--- src/rtl/hex_digit_scanner.sv ---
// Scans a DIGITS-nibble display value onto a shared 4-bit decoder bus with active-low digit enables.
// Latency: outputs are registered and follow idx/disp_reg changes by one cycle.
// Backpressure: none; load is a one-cycle strobe, always accepted, newest value wins; en=0 freezes the scan.
module hex_digit_scanner #(
    parameter int DIGITS   = 4,
    parameter int DIV      = 50000,
    parameter bit LZ_BLANK = 1'b1
) (
    input  logic                  clk,
    input  logic                  rst_n,
    input  logic                  en,
    input  logic                  load,
    input  logic [4*DIGITS-1:0]   value,
    output logic [3:0]            digit_out,
    output logic [DIGITS-1:0]     an,
    output logic                  frame_done
);

    localparam int CW = (DIV > 1) ? $clog2(DIV) : 1;
    localparam int IW = (DIGITS > 1) ? $clog2(DIGITS) : 1;
    localparam logic [CW-1:0] DIV_LAST = CW'(DIV - 1);
    localparam logic [IW-1:0] IDX_LAST = IW'(DIGITS - 1);

    logic [CW-1:0]          div_cnt;
    logic [IW-1:0]          idx;
    logic [4*DIGITS-1:0]    disp_reg;
    logic [4*DIGITS-1:0]    pend_reg;
    logic                   pend_valid;

    logic                   adv;
    logic                   wrap;
    logic [DIGITS-1:0]      upper_zero;
    logic                   blank;
    logic [3:0]             cur_nibble;

    // Scan step decode: adv moves to the next digit, wrap closes the frame.
    always_comb begin
        adv  = en && (div_cnt == DIV_LAST);
        wrap = adv && (idx == IDX_LAST);
    end

    // upper_zero[i] = nibbles i..DIGITS-1 of the displayed value are all zero.
    always_comb begin
        upper_zero = '0;
        upper_zero[DIGITS-1] = (disp_reg[4*(DIGITS-1) +: 4] == 4'h0);
        for (int i = DIGITS - 2; i >= 0; i--) begin
            upper_zero[i] = upper_zero[i+1] && (disp_reg[4*i +: 4] == 4'h0);
        end
        // Digit 0 always lights so a zero value still shows one "0".
        blank      = LZ_BLANK && (idx != '0) && upper_zero[idx];
        cur_nibble = disp_reg[4*idx +: 4];
    end

    // Divider and digit index; both hold while en is low so a pause resumes in place.
    always_ff @(posedge clk) begin
        if (!rst_n) begin
            div_cnt <= '0;
            idx     <= '0;
        end else if (en) begin
            if (adv) begin
                div_cnt <= '0;
                idx     <= (idx == IDX_LAST) ? '0 : idx + 1'b1;
            end else begin
                div_cnt <= div_cnt + 1'b1;
            end
        end
    end

    // Double buffer: pending value commits at the frame wrap; a load on the wrap edge bypasses it.
    always_ff @(posedge clk) begin
        if (!rst_n) begin
            disp_reg   <= '0;
            pend_reg   <= '0;
            pend_valid <= 1'b0;
        end else if (wrap) begin
            if (load) begin
                disp_reg <= value;
            end else if (pend_valid) begin
                disp_reg <= pend_reg;
            end
            pend_valid <= 1'b0;
        end else if (load) begin
            pend_reg   <= value;
            pend_valid <= 1'b1;
        end
    end

    // Registered outputs from the current idx/disp_reg; digit_out holds while the scan is paused.
    always_ff @(posedge clk) begin
        if (!rst_n) begin
            digit_out  <= 4'h0;
            an         <= '1;
            frame_done <= 1'b0;
        end else begin
            frame_done <= wrap;
            if (en) begin
                digit_out <= cur_nibble;
                an        <= blank ? '1 : ~(DIGITS'(1) << idx);
            end else begin
                an        <= '1;
            end
        end
    end

endmodule
--- config.mk ---
export PLATFORM = sky130hd
export DESIGN_NAME = hex_digit_scanner
export DESIGN_NICKNAME = d
export VERILOG_FILES = /design/src/rtl/hex_digit_scanner.sv
export SDC_FILE = /design/constraint.sdc
export NUM_CORES = 1
export LEC_CHECK = 0
export ABC_CLOCK_PERIOD_IN_PS = 2200
export BUFFER_PORTS_ARGS = -buffer_cell sky130_fd_sc_hd__buf_4
export CAP_MARGIN = 10
export CORE_MARGIN = 4
export CORE_UTILIZATION = 40
export CTS_BUF_LIST = sky130_fd_sc_hd__clkbuf_8
export DETAILED_ROUTE_END_ITERATION = 8
export GPL_TIMING_DRIVEN = 0
export HOLD_SLACK_MARGIN = 0.06
export PLACE_DENSITY = 0.62
export SKIP_CTS_REPAIR_TIMING = 1
export SYNTH_ARGS = -nofsm -noshare
export SYNTH_HDL_FRONTEND = slang
export SYNTH_SLANG_ARGS = --single-unit
--- constraint.sdc ---
create_clock -name clk -period 2.2 [get_ports clk]
set_input_delay 0.44 -clock clk [delete_from_list [all_inputs] [get_ports clk]]
set_output_delay 0.44 -clock clk [all_outputs]
set_load 0.01 [all_outputs]
==> results of run 1 <==
synthesized netlist by cell type (3+ instances only):
cell type,instances
sky130_fd_sc_hd__buf_1,3
sky130_fd_sc_hd__buf_6,7
sky130_fd_sc_hd__buf_2,6
sky130_fd_sc_hd__mux2i_1,20
sky130_fd_sc_hd__dfxtp_1,60
sky130_fd_sc_hd__nand2_1,5
sky130_fd_sc_hd__nand3_1,37
sky130_fd_sc_hd__nor2b_1,10
sky130_fd_sc_hd__o211a_1,16
sky130_fd_sc_hd__nor3_1,3
sky130_fd_sc_hd__nor4_1,6
sky130_fd_sc_hd__xor2_1,4
sky130_fd_sc_hd__mux4_2,4
sky130_fd_sc_hd__inv_1,4
sky130_fd_sc_hd__ha_1,5
sky130_fd_sc_hd__a31oi_1,14
sky130_fd_sc_hd__a21oi_1,4
sky130_fd_sc_hd__o211ai_1,16
sky130_fd_sc_hd__xnor2_1,10
sky130_fd_sc_hd__nand4_1,26
sky130_fd_sc_hd__nor2_1,16
sky130_fd_sc_hd__clkbuf_1,15
sky130_fd_sc_hd__and3b_1,14
kinds of logic after synthesis:
family	count (synthesis)	synth area share, %
fa+ha+maj	5	1.99
buf+inv	37	6.82
simple gates	131	25.5
mux	24	9.25
flops	60	38.3
compound gates	58	14.3
xor+xnor	14	3.91
worst max path at each step:
stage                                endpoint  cells after the start
finish              pend_reg[14]$_SDFFE_PN0P_                      5
global route        pend_reg[14]$_SDFFE_PN0P_                      5
CTS                 pend_reg[14]$_SDFFE_PN0P_                      5
detailed placement  pend_reg[13]$_SDFFE_PN0P_                      5
global placement    pend_reg[13]$_SDFFE_PN0P_                      5
floorplan                    an[1]$_SDFF_PP1_                      6
layout by cell type, fill, tap and decap left out, drive strengths merged, types with 2 or more instances in the layout:
master	instances
dfxtp	60
buf	43
nand3	37
nand4	26
clkbuf	25
mux2i	20
o211ai	16
nor2	16
o211a	16
and3b	14
a31oi	14
nor2b	10
xnor2	10
nor4	7
nand2	5
ha	5
inv	5
mux4	4
a21oi	4
xor2	4
nor3	3
and2	3
clkinv	3
a32oi	2
o21ai	2
and3	2
o21a	2
clkinvlp	2
and4bb	2
and4	2
routing by layer:
metal  vias to the layer above  global-route usage (%)  part of all wire (%)
li1                       1320                       -                     -
met5                         -                       0                     0
met4                         0                    5.72                   1.8
met1                      1294                    23.4                    44
met3                        16                    6.74                   4.3
met2                        58                    31.2                    50
power by group:
group	total [mW]	leakage (nW)	switching [mW]	internal, mW
clock	1.01	0.0958	0.483	0.528
combinational	0.201	0.964	0.113	0.0876
sequential	1.14	0.489	0.0220	1.12
cell type report:
type                    count  area (um^2)  share of cell area (%)
plain buffers              33          200                    5.47
multi-input cells         232         1720                    47.0
clock inverters             7         76.3                    2.08
inverters                   4         15.0                   0.410
flip-flops and latches     60         1200                    32.8
repair buffers             26          195                    5.33
well taps                 102          128                    3.48
clock buffers               9          124                    3.38
through the flow:
step,hold slack (ns),instances,power [mW]
5_1_grt,0.333,473,2.46
3_5_place_dp,0.495,457,1.36
4_1_cts,0.340,473,2.38
6_report,0.353,473,2.35
3_3_place_gp,0.478,457,1.36
2_1_floorplan,0.472,329,1.29
critical path, delay by kind of cell (launching register included):
| family | cells | cell delay [ns] |
|---|---|---|
| buf+inv | 2 | 0.80 |
| compound gates | 1 | 0.14 |
| fa+ha+maj | 1 | 0.33 |
| simple gates | 1 | 0.16 |
| flops | 1 | 0.53 |
==> results.sh, run 1 <==
export IMPL_status="finished clean"
export IMPL_critical_path_max_fanout=10
export IMPL_grt_max_degree=13
export IMPL_most_used_flip_flop_cell_after_synthesis="sky130_fd_sc_hd__dfxtp_1"
export IMPL_drc=0
export IMPL_synth_edff_count=0
export IMPL_post_route_worst_setup_slack_ns=0.167
export IMPL_floorplan_initialDensity_pct=40.8
export IMPL_regToRegStartpoint="idx[1]$_SDFFE_PN0P_"
export IMPL_netlist_instances=329
export IMPL_clock_root_buffer="sky130_fd_sc_hd__clkbuf_8"
export IMPL_cp_max_stage_cell="sky130_fd_sc_hd__dfxtp_1"
export IMPL_cap_viol_max_count=0
export IMPL_leakage_dissipation_nw=1.55
export IMPL_first_pass_grt_wire_length_um=13400
export IMPL_r2r_setup_slack_ns=0.17
export IMPL_worstSetupStartpoint="idx[1]$_SDFFE_PN0P_"
export IMPL_synthesis_nets=354
export IMPL_yosys_register_bits=60
export IMPL_synthesis_yosys_warnings=0
export IMPL_clock_tree_from_tritoncts="done"
export IMPL_synth_cell_type_count=42
export IMPL_worst_ep_required_time_ns=2.47
export IMPL_setup_crit_start_kind="flip-flop"
export IMPL_synth_top_area_share_pct=38.3
export IMPL_critPathMaxStageDelay_ns=0.53
export IMPL_number_of_global_route_vias_before_repair=2622
export IMPL_die_area_mm2=0.00933
export IMPL_setup_tns_final_ns=0
export IMPL_holdPathEnd="pend_reg[8]$_SDFFE_PN0P_"
export IMPL_worstSetupPathType="reg2reg"
export IMPL_top_level_ports=29
export IMPL_seq_total_area_yosys_pct=38.3
export IMPL_timing_worst_slew_pin_value_ns=0.535
export IMPL_whs_path_depth=3
export IMPL_grt_overflow=0
export IMPL_yosysTopAreaCell="sky130_fd_sc_hd__dfxtp_1"
export IMPL_report_final_slew_viol_count=0
export IMPL_chipWidth_um=96.6
export IMPL_post_route_period_util_pct=92.4
export IMPL_detailed_place_area_mm2=0.00346
export IMPL_final_period_demand_of_the_worst_path_ns=2.03
export IMPL_diodes=0
export IMPL_power_density_cell_area_mw_per_mm2=642
export IMPL_rsz0062_at_grt="no"
export IMPL_final_layout_size_suffix_gt1_share_pct=18.3
export IMPL_finalClockSkew_ns=0.0119
export IMPL_pre_cts_ws_ns=0.0987
export IMPL_layout_cell_area_non_filler_mm2=0.00366
export IMPL_gp_routability_congestion=0.799
export IMPL_synth_area_mm2=0.00314
export IMPL_clock_tree_htree_level_count=3
export IMPL_post_dp_hpwl_um=5670
export IMPL_grt_use_total_pct=19.0
export IMPL_cp_data_arrival_time_ns=2.30
export IMPL_cts_buffers=9
export IMPL_drt_wl_total_um=8010
export IMPL_clk_transition_reported_paths_ns=0.08
export IMPL_max_freq_mhz=492
export IMPL_rr_worst_depth=5
export IMPL_cts_num_sinks=60
export IMPL_avgRoutedWirePerCell_um=16.9
export IMPL_rows=32
export IMPL_fillCellCount=772
export IMPL_synthTopCellsByArea="sky130_fd_sc_hd__dfxtp_1 38%, sky130_fd_sc_hd__mux2i_1 6.4%, sky130_fd_sc_hd__nand3_1 5.9%"
export IMPL_postSynthAreaPerCell_um2=9.54
export IMPL_core_box_area_mm2=0.00769
export IMPL_drt_pass1_iter_count=5
export IMPL_power_ir_vdd_worst_mv=0.338
export IMPL_latest_clock_arrival_within_the_worst_skew_pair_ns=0.35
export IMPL_path_cells="ha_1 -> clkbuf_1 -> clkbuf_2 -> nand4_1 -> o211ai_1"
export IMPL_clockBufferDepth=2
export IMPL_die_height_um=96.6
export IMPL_async_flop_share_pct=0
export IMPL_num_vias=2688
export IMPL_number_of_antenna_violations_at_the_first_check_in_global_routing=0
export IMPL_utilization_pct=47.6
export IMPL_worst_hold_startpoint="value[8]"
export IMPL_io_buffer_count=26
export IMPL_worst_setup_path_end_kind="flip-flop"
export IMPL_num_nets_final=391
export IMPL_endpoints_failing_setup=0
export IMPL_max_slew_headroom_at_the_worst_pin_pct=64.3
export IMPL_area_growth_pct=16.7
export IMPL_antenna_violating_nets_post_route=0
export IMPL_worstHoldPathType="in2reg"
export IMPL_vias_per_cell=5.68
export IMPL_first_iter_violations=151
export IMPL_critical_path_reg2reg_endpoint="pend_reg[14]$_SDFFE_PN0P_"
export IMPL_hold_viol=0
Note: power is estimated with default switching activity, not from simulation.
==> run 2, diff against run 1 <==
--- a/config.mk
+++ b/config.mk
@@ -9,12 +9,12 @@
 export BUFFER_PORTS_ARGS = -buffer_cell sky130_fd_sc_hd__buf_4
 export CAP_MARGIN = 10
 export CORE_MARGIN = 4
-export CORE_UTILIZATION = 40
+export CORE_UTILIZATION = 54
 export CTS_BUF_LIST = sky130_fd_sc_hd__clkbuf_8
 export DETAILED_ROUTE_END_ITERATION = 8
 export GPL_TIMING_DRIVEN = 0
 export HOLD_SLACK_MARGIN = 0.06
-export PLACE_DENSITY = 0.62
+export PLACE_DENSITY = 0.79
 export SKIP_CTS_REPAIR_TIMING = 1
 export SYNTH_ARGS = -nofsm -noshare
 export SYNTH_HDL_FRONTEND = slang
==> constraint.sdc (replaced) <==
create_clock -name clk -period 2.2 [get_ports clk]
set_input_delay 0.33 -clock clk [delete_from_list [all_inputs] [get_ports clk]]
set_output_delay 0.33 -clock clk [all_outputs]
set_load 0.01 [all_outputs]
==> run 2 against run 1 <==
Non-clock buffer count did not move. Critical path depth did not move. Sequential share of layout area rose by 0.51 points. Clock skew fell by 0.0034 ns. Critical path type unchanged. Critical endpoint is now pend_reg[12]$_SDFFE_PN0P_. Highest routed layer unchanged.
==> results.sh, run 2 (synthesized netlist as in run 1, its figures left out) <==
export IMPL_pre_cts_ws_ns=0.131
export IMPL_worst_setup_path_end_kind="flip-flop"
export IMPL_gp_routability_congestion=0.876
export IMPL_area_growth_pct=14.9
export IMPL_rows=27
export IMPL_final_period_demand_of_the_worst_path_ns=1.94
export IMPL_clock_network_power_share_pct=41.3
export IMPL_r2r_setup_slack_ns=0.26
export IMPL_number_of_global_route_vias_before_repair=2793
export IMPL_die_area_mm2=0.00709
export IMPL_first_iter_violations=218
export IMPL_utilization_pct=64.7
export IMPL_swShare_pct=25.1
export IMPL_die_height_um=84.2
export IMPL_grt_overflow=0
export IMPL_power_combinational_fraction_pct=8.8
export IMPL_top_level_ports=29
export IMPL_status="finished clean"
export IMPL_clock_tree_htree_level_count=3
export IMPL_cts_num_sinks=60
export IMPL_hold_viol=0
export IMPL_seqPwrFrac_pct=49.9
export IMPL_worst_ep_required_time_ns=2.46
export IMPL_clock_tree_from_tritoncts="done"
export IMPL_most_common_layout_cells="60 x sky130_fd_sc_hd__dfxtp_1, 37 x sky130_fd_sc_hd__nand3_1, 27 x sky130_fd_sc_hd__buf_4"
export IMPL_clock_root_buffer="sky130_fd_sc_hd__clkbuf_8"
export IMPL_final_layout_size_suffix_gt1_share_pct=17.8
export IMPL_latest_clock_arrival_within_the_worst_skew_pair_ns=0.34
export IMPL_final_cell_count_no_fill=442
export IMPL_endpoints_failing_setup=0
export IMPL_number_of_antenna_violations_at_the_first_check_in_global_routing=0
export IMPL_setup_tns_final_ns=0
export IMPL_post_route_worst_setup_slack_ns=0.261
export IMPL_post_place_cells=427
export IMPL_power_ir_vdd_worst_mv=0.352
export IMPL_cp_data_arrival_time_ns=2.20
export IMPL_first_pass_grt_wire_length_um=13300
export IMPL_layout_cells_most_common="sky130_fd_sc_hd__dfxtp_1"
export IMPL_io_buffer_count=26
export IMPL_leakage_dissipation_nw=1.55
export IMPL_switching_power_uw=574
export IMPL_max_slew_headroom_at_the_worst_pin_pct=65.2
export IMPL_critical_path_max_fanout=10
export IMPL_grt_max_degree=11
export IMPL_max_freq_mhz=516
export IMPL_antenna_violating_nets_post_route=0
export IMPL_num_nets_final=391
export IMPL_core_box_area_mm2=0.00557
export IMPL_diodes=0
export IMPL_chipWidth_um=84.2
export IMPL_layout_cell_area_non_filler_mm2=0.00361
export IMPL_worstHoldPathType="in2reg"
export IMPL_drc=0
export IMPL_power_density_cell_area_mw_per_mm2=635
export IMPL_clk_transition_reported_paths_ns=0.06
export IMPL_floorplan_initialDensity_pct=56.3
export IMPL_vias_per_cell=6.36
export IMPL_drt_pass1_iter_count=5
export IMPL_power_report_internal_total_mw=1.72
export IMPL_clockBufferDepth=2
export IMPL_avgRoutedWirePerCell_um=17.9
export IMPL_grt_use_total_pct=23.2
export IMPL_drt_wl_total_um=7920
export IMPL_post_dp_hpwl_um=5530
export IMPL_timing_worst_slew_pin_value_ns=0.522
export IMPL_hold_slack_ns=0.244
export IMPL_num_vias=2810
export IMPL_cap_viol_max_count=0
export IMPL_cts_buffers=9
export IMPL_finalClockSkew_ns=0.00858
export IMPL_post_route_period_util_pct=88.2
export IMPL_report_power_total_mw=2.29
export IMPL_rsz0062_at_grt="no"
export IMPL_report_final_slew_viol_count=0
export IMPL_detailed_place_area_mm2=0.00342
export IMPL_worstSetupPathType="reg2reg"
export IMPL_setup_crit_start_kind="flip-flop"
run 2: final timing paths:
kind | startpoint | to | cells after the start
min | value[6] | pend_reg[6]$_SDFFE_PN0P_ | 3
max reg2reg | idx[1]$_SDFFE_PN0P_ | pend_reg[12]$_SDFFE_PN0P_ | 5
min reg2reg | pend_reg[0]$_SDFFE_PN0P_ | pend_reg[0]$_SDFFE_PN0P_ | 2
max | idx[1]$_SDFFE_PN0P_ | pend_reg[12]$_SDFFE_PN0P_ | 5
run 2: layout make-up:
type | instances | area, um^2
clock buffer | 9 | 124
timing repair buffer | 26 | 195
multi-input combinational | 232 | 1720
fill | 443 | 1970
tap | 72 | 90.1
inverter | 4 | 15.0
clock inverter | 6 | 57.6
buffer | 33 | 200
sequential | 60 | 1200
run 2: layer usage:
layer	GRT usage (%)	vias up	wire length (um)	part of all wire, %
met1	28.6	1356	3380	43
met3	4.12	19	435	5.5
met2	39.1	114	3940	50
met5	0	-	0	0
met4	11.0	0	167	2.1
li1	-	1321	-	-
run 2: critical path: stages, from the launching register on:
cell,delay [ns]
sky130_fd_sc_hd__dfxtp_1,0.51
sky130_fd_sc_hd__ha_1,0.31
sky130_fd_sc_hd__clkbuf_1,0.41
sky130_fd_sc_hd__clkbuf_2,0.35
sky130_fd_sc_hd__nand4_1,0.15
sky130_fd_sc_hd__o211ai_1,0.13
run 2: power by group through the flow:
| stage | sequential, mW | clock, mW | combinational (mW) |
|---|---|---|---|
| CTS | 1.14 | 0.959 | 0.197 |
| floorplan | 1.16 | 0 | 0.126 |
| finish | 1.14 | 0.946 | 0.201 |
| detailed placement | 1.16 | 0 | 0.197 |
| global route | 1.14 | 1.01 | 0.217 |
| global placement | 1.16 | 0 | 0.192 |
